## src/rtl/dmem_responder.sv

```systemverilog
// dmem_responder: memory-side responder for CPU load/store traffic.
//
// Accepts one request at a time on a valid/ready request channel and services it against an
// internal word array after WAIT_CYCLES wait states. Read data and error status come back on a
// valid/ready response channel. err_flag is a sticky record of any errored request since reset.
//
// Optional feature macro: DMEM_RESP_WRITE_ACK_EN
//   defined   - stores produce a response like loads (rsp_rdata = 0, rsp_err as computed)
//   undefined - stores commit and return straight to idle; store errors only reach err_flag
//
// Ports:
//   clk, rst            clock, synchronous active-high reset (array contents are kept)
//   req_valid/req_ready request handshake
//   req_we              1 = store, 0 = load
//   req_addr            byte address (must be word aligned and below DEPTH*4)
//   req_wdata, req_be   store data and byte-lane enables
//   rsp_valid/rsp_ready response handshake
//   rsp_rdata, rsp_err  load data (0 for stores/errors) and error status, stable while rsp_valid
//   err_flag            sticky error indicator, cleared only by rst

module dmem_responder #(
  parameter int unsigned DEPTH       = 32,
  parameter int unsigned WAIT_CYCLES = 0
) (
  input  logic        clk,
  input  logic        rst,
  input  logic        req_valid,
  output logic        req_ready,
  input  logic        req_we,
  input  logic [31:0] req_addr,
  input  logic [31:0] req_wdata,
  input  logic [3:0]  req_be,
  output logic        rsp_valid,
  input  logic        rsp_ready,
  output logic [31:0] rsp_rdata,
  output logic        rsp_err,
  output logic        err_flag
);

  localparam int unsigned IdxW     = $clog2(DEPTH);
  localparam logic [31:0] AddrLimit = 32'(DEPTH * 4);
  localparam logic [3:0]  WaitInit  = (WAIT_CYCLES == 0) ? 4'd0 : 4'(WAIT_CYCLES - 1);

  localparam logic [1:0] StIdle = 2'd0;
  localparam logic [1:0] StWait = 2'd1;
  localparam logic [1:0] StResp = 2'd2;

  logic [1:0]  state_q, state_d;
  logic [3:0]  cnt_q, cnt_d;

  logic        we_q;
  logic [31:0] addr_q;
  logic [31:0] wdata_q;
  logic [3:0]  be_q;

  logic [31:0] rsp_rdata_q;
  logic        rsp_err_q;
  logic        err_flag_q;

  logic [31:0] mem [DEPTH];

  logic            accept;
  logic            commit;
  logic            c_we;
  logic [31:0]     c_addr;
  logic [31:0]     c_wdata;
  logic [3:0]      c_be;
  logic            c_err;
  logic [IdxW-1:0] c_idx;
  logic            c_rsp;

  assign accept = (state_q == StIdle) && req_valid;

  // With no wait states the commit happens on the accept edge using the live request; otherwise
  // it happens on the last wait edge using the latched copy.
  assign commit = (WAIT_CYCLES == 0) ? accept : ((state_q == StWait) && (cnt_q == 4'd0));

  assign c_we    = (state_q == StIdle) ? req_we    : we_q;
  assign c_addr  = (state_q == StIdle) ? req_addr  : addr_q;
  assign c_wdata = (state_q == StIdle) ? req_wdata : wdata_q;
  assign c_be    = (state_q == StIdle) ? req_be    : be_q;

  assign c_err = (c_addr[1:0] != 2'b00) || (c_addr >= AddrLimit);
  assign c_idx = c_addr[IdxW+1:2];

`ifdef DMEM_RESP_WRITE_ACK_EN
  assign c_rsp = 1'b1;
`else
  assign c_rsp = ~c_we;
`endif

  always_comb begin
    state_d = state_q;
    cnt_d   = cnt_q;
    unique case (state_q)
      StIdle: begin
        if (req_valid) begin
          if (WAIT_CYCLES == 0) begin
            state_d = c_rsp ? StResp : StIdle;
          end else begin
            state_d = StWait;
            cnt_d   = WaitInit;
          end
        end
      end
      StWait: begin
        if (cnt_q == 4'd0) begin
          state_d = c_rsp ? StResp : StIdle;
        end else begin
          cnt_d = cnt_q - 4'd1;
        end
      end
      StResp: begin
        if (rsp_ready) begin
          state_d = StIdle;
        end
      end
      default: state_d = StIdle;
    endcase
  end

  always_ff @(posedge clk) begin
    if (rst) begin
      state_q     <= StIdle;
      cnt_q       <= 4'd0;
      rsp_rdata_q <= 32'd0;
      rsp_err_q   <= 1'b0;
      err_flag_q  <= 1'b0;
    end else begin
      state_q <= state_d;
      cnt_q   <= cnt_d;
      if (commit && c_rsp) begin
        rsp_rdata_q <= (c_we || c_err) ? 32'd0 : mem[c_idx];
        rsp_err_q   <= c_err;
      end else if ((state_q == StResp) && rsp_ready) begin
        rsp_rdata_q <= 32'd0;
        rsp_err_q   <= 1'b0;
      end
      if (commit && c_err) begin
        err_flag_q <= 1'b1;
      end
    end
  end

  // Request capture needs no reset: the copy is only consumed after a fresh accept.
  always_ff @(posedge clk) begin
    if (accept) begin
      we_q    <= req_we;
      addr_q  <= req_addr;
      wdata_q <= req_wdata;
      be_q    <= req_be;
    end
  end

  // rst suppresses the write so an aborted store never lands.
  always_ff @(posedge clk) begin
    if (!rst && commit && c_we && !c_err) begin
      for (int b = 0; b < 4; b++) begin
        if (c_be[b]) begin
          mem[c_idx][8*b +: 8] <= c_wdata[8*b +: 8];
        end
      end
    end
  end

  assign req_ready = (state_q == StIdle);
  assign rsp_valid = (state_q == StResp);
  assign rsp_rdata = rsp_rdata_q;
  assign rsp_err   = rsp_err_q;
  assign err_flag  = err_flag_q;

endmodule

```

## config.mk

```make
export PLATFORM = sky130hd
export DESIGN_NAME = dmem_responder
export DESIGN_NICKNAME = d
export VERILOG_FILES = /design/src/rtl/dmem_responder.sv
export SDC_FILE = /design/constraint.sdc
export NUM_CORES = 1
export LEC_CHECK = 0
export CAP_MARGIN = 20
export CELL_PAD_IN_SITES_DETAIL_PLACEMENT = 2
export CELL_PAD_IN_SITES_GLOBAL_PLACEMENT = 2
export CORE_MARGIN = 3
export CORE_UTILIZATION = 30
export DETAILED_ROUTE_END_ITERATION = 8
export PLACE_DENSITY = 0.71
export SLEW_MARGIN = 15
export SYNTH_ARGS = -nofsm -noshare
export SYNTH_HDL_FRONTEND = slang
export SYNTH_SLANG_ARGS = --single-unit
```

## constraint.sdc

```tcl
create_clock -name clk -period 6.4 [get_ports clk]
set_input_delay 1.28 -clock clk [delete_from_list [all_inputs] [get_ports clk]]
set_output_delay 1.28 -clock clk [all_outputs]
set_load 0.02 [all_outputs]
```

# Yosys cells after proc, flatten, opt, wreduce, memory -nomap -nowiden
# Memory sizes are Yosys's and may differ from the RTL's.
# Index checks and enable logic that the tools add are counted.
# classes
addsub	1
reduce_logical	17
eq_ne	5
order_cmp	1
n_div	0
mul	0
n_bitwise	2
muxes	26
n_shift	0
# ops
op	n
2-to-1 mux 32 bit	5
greater-or-equal comparator 32 x 8 -> 1 bit, second input constant	1
2-to-1 mux 1 bit	15
2-to-1 mux 2 bit	4
logical AND 1 bit	7
case mux 2 bit (3 select lines)	1
zero test 4 bit	1
2-to-1 mux 4 bit	1
inequality test 2 x 1 -> 1 bit, second input constant	2
nonzero test 2 bit	2
subtractor 4 x 1 -> 4 bit, second input constant	1
AND reduction 3 bit	1
== test 2 x 1 -> 1 bit, second input constant	1
== test 2 bit, second input constant	1
zero test 1 bit	2
zero test 2 bit	1
logical OR 1 bit	2
inequality test 2 bit, second input constant	1
NOT 1 bit	2
AND reduction 2 bit	1
# totals
latchBits	0
n_memories	1
mem_bits_ro	0
ff_bits	109
word_cells	62
input_bits	73
mem_bits_rw	1024
out_inout_bits	36
# mem_list
memory	words	word_bits	read_ports	rd_clocked_by_memory_dff	wr	line	rtl
mem	32	32	1	0	1	60	logic [31:0] mem [DEPTH];

# Depth between registers and ports, before layout
# depth
ltp_word	8
ltp_mapped	11
mapped_depth_nobuf	6

# Least setup slack after synthesis
# Ideal clock, no wire load.
# synth_timing
path_kind	input-to-reg
start	input req_valid
end	memory mem[28][24], enable pin
t_required_ns	6.017
t_arrival_ns	6.237
stages	6
slack_ns	-0.221
path_buffers	2
setup_time_ns	0.383
path_cell_list	nor2b_1 > nand4_1 > or2_2 > clkbuf_1 > buf_2 > nor3_1
# synth_via
elab_chain_cells	6
# synth_rtl
item	line	rtl
start: declaration	27	input logic req_valid,
logical AND 1 bit	72	assign accept = (state_q == StIdle) && req_valid;
logical AND 1 bit (3 in a row)	157	if (!rst && commit && c_we && !c_err) begin
2-to-1 mux 1 bit	157	
2-to-1 mux 1 bit (not written as such)	160	mem[c_idx][8*b +: 8] <= c_wdata[8*b +: 8];
end: declaration	60	
# No other way between the ends.

# Final worst setup path
# layout_timing
start	input req_valid
end	memory mem[12][27], enable pin
# layout_via
elab_chain_cells	6
# layout_rtl
item	line	rtl
logical AND 1 bit	72	
net accept	62	logic accept;
logical AND 1 bit (3 in a row)	157	
2-to-1 mux 1 bit	157	
2-to-1 mux 1 bit (not written as such)	160	
# The timed path passes the listed nets, and every way through them passes these cells.

==> impl_metrics.ini <==
[power]
switching_share = 0.237
seq_power_share = 0.509
vdd_ir_drop_max_v = 0.000211
power_frac_clock = 0.421
p_sw_mw = 3.81
leakagePower_nw = 17.5
power_frac_comb = 0.070
powerDensity_nw_per_um2 = 310
intPower_mw = 12.3

[drt]
firstDrtPassIters = 5
drcViolationCount = 0
wl_per_cell_um = 26.0
viasPerCell = 5.21
vias = 29300
drt-initial-drc-count = 2139
routed_wl_um = 146000
ant_nets = 0

[global_route]
grt.total_usage = 0.189
first_global_vias = 32000
antenna_found_initial = 4
grt_max_degree = 174
grt_pass1_wl_um = 218000
grt_overflow_total = 0

[clocking]
clk_pin_slew_ns = 0.06
insertion_delay_ns = 0.71
cts_sinks = 1127
htree_levels = 3
post_cts_resized = 0
clk_path_buf_depth = 3
cts.hold.buffers_added = 0
cts_buffers = 120
root_buffer = clkbuf_16
cts_tree = built
post_cts_buffers = 0

[min_path]
hold_depth = 2
min_from = rsp_rdata[5]
hold_path_class = reg -> reg
holdPathEnd = rsp_rdata[5]

[sta]
slew_headroom = 0.242
period_share = 0.686
fmax_mhz = 228
skew_ns = 0.0312
finalHoldViolations = 0
rsz0062_at_grt = false
setup_viol = 0
fin_tns_setup_ns = 0
drv_slew = 0
worst_pin_slew_ns = 1.13
fin_crit_ns = 4.39
whs_ns = 0.454

[finish]
layout_common_cells = edfxtp_1 (1,092), nand2_1 (1,033), nand3_1 (477)
regArea_um2 = 33500
area_growth_pct = 16.7
utilization = 0.355
drive_gt1_frac = 0.106
final_common_cell = edfxtp_1
multi_input_area_um2 = 10200
layout.nets = 3679
nFillCells = 14900

[die]
num_rows = 140
die_h_um = 392
die_area_um2 = 153000
core-area_um2 = 147000
ios = 109
start_util = 0.304
die_w_um = 392

[worst_setup_path]
cp_slowest_cell = nor3_1
r2r_setup_slack_ns = 2.33
worstPathMaxFanout = 32
r2r_end = mem[12][27]
crit_path_end_kind = flop
crit_required_ns = 6.72
worstSetupPathType = in -> reg
crit_path_start_kind = input port
path_cells = clkdlybuf4s50_1 -> nor2b_4 -> nand4_1 -> or2_2 -> nor3_1
cp.arrival_ns = 4.71
reg2reg_depth = 6
critical-path-max-stage-delay_ns = 1.00
reg2reg_from = state_q[1]

[logic_synthesis]
ys_types = 41
synth-simple-area-share = 0.180
synth_top_family_by_area = simple AND/OR/NAND/NOR gates
ys_seq_elements = 1127
synthCells = 3477
yosysSeqAreaShare = 0.751
synth_compound_area_frac = 0.0299
avgSynthCellArea_um2 = 12.8
yosys_warnings = 0
synth_top_area_share = 0.735
synth_mux_area_frac = 0.0138
synth_area_um2 = 44600
synth_area_leaders = edfxtp_1 (74%), nand2_1 (8.7%), nand3_1 (5.4%)
synth_fa_ha_area_frac = 0
synth_xor_area_frac = 0
synth_top_area_cell = edfxtp_1
synth.net_count = 3550

[status]
status = finished clean

[place]
routabilityCongestion = 0.768
dp_hpwl_um = 87100
port_buffers = 108

[job]
cap_violations = 0
## final cells by class
cell class              count  area share
well taps                1917      0.0461
inverters                   1   0.0000721
flip-flops and latches   1127       0.644
clock buffers             171      0.0652
diodes                      1   0.0000481
clock inverters            51     0.00769
repair buffers            251      0.0415
multi-input cells        2105       0.196
## registers in the layout (all words and copies together) (netlist names)
register   count
rsp_err        1
addr_q        32
rsp_rdata     32
be_q           4
wdata_q       32
err_flag       1
state_q        1
mem         1024
## kinds of logic (layout without fill, tap and decap cells)
logic type,after synthesis,count (layout)
muxes,53,53
DFF,1127,1127
other,0,1
and+or+nand+nor,1813,1813
buffers and inverters,245,474
AOI/OAI and AO/OA,239,239
## Yosys cell counts
library cell,number
nor2b_1,3
nand4b_1,2
buf_2,70
o31ai_1,31
nor4_1,13
mux2i_1,13
a21oi_1,194
or4b_2,1
dfxtp_1,35
nand4bb_1,1
nor3b_1,2
nand2_1,1037
nor4b_1,2
mux4_2,2
nand2b_1,7
nor2_1,2
and2_1,7
clkbuf_1,116
buf_1,38
and3_1,1
buf_4,13
buf_6,7
mux2i_4,1
o32ai_1,1
nand3_1,478
a2111oi_0,4
mux2_2,37
a22oi_1,1
or4_1,34
o311ai_1,1
o22a_1,1
nor3_1,135
or2_2,5
o41ai_1,1
o22ai_2,1
or3_1,31
edfxtp_1,1092
a2111o_1,1
inv_1,1
o32a_1,3
nand4_1,52
## per-stage QoR
step / std cells / power, mW / setup slack [ns] / area, um2
2_1_floorplan: 3477 / 8.97 / 1.21 / 44600
3_3_place_gp: 5379 / 9.45 / 1.40 / 48100
3_5_place_dp: 5379 / 9.49 / 1.15 / 48100
4_1_cts: 5601 / 16.2 / 1.90 / 51900
5_1_grt: 5623 / 16.6 / 1.77 / 52000
6_report: 5624 / 16.1 / 2.01 / 52000
## worst max-delay path: cells and delay by family
kind	cells	cell delay (ns)
buffers and inverters	1	0.47
and+or+nand+nor	4	2.94
## per-layer routing
layer,vias to the layer above,share of wire,track usage
li1,12900,-,-
met1,15600,0.43,0.244
met2,596,0.51,0.336
met3,183,0.037,0.0209
met4,2,0.024,0.0524
met5,-,0.000089,0
## power groups by stage
stage               sequential [mW]  combinational, mW  clock [mW]
finish                         8.20               1.13        6.79
global route                   8.20               1.23        7.19
CTS                            8.20               1.15        6.89
detailed placement             8.35               1.14           0
global placement               8.35               1.10           0
floorplan                      8.34              0.625           0
## worst max-delay path by stage
stage	startpoint	endpoint	slack, ns	depth (start not counted)
final	req_valid	mem[12][27]	2.01	5
after CTS	req_valid	mem[12][17]	1.90	5
after floorplan	req_valid	mem[0][24]	1.21	6
after detailed placement	req_valid	mem[29][9]	1.15	5
after global placement	req_addr[11]	mem[24][18]	1.40	7
after global routing	req_valid	mem[7][0]	1.77	6
No activity file was read; power rests on OpenSTA's default activity.
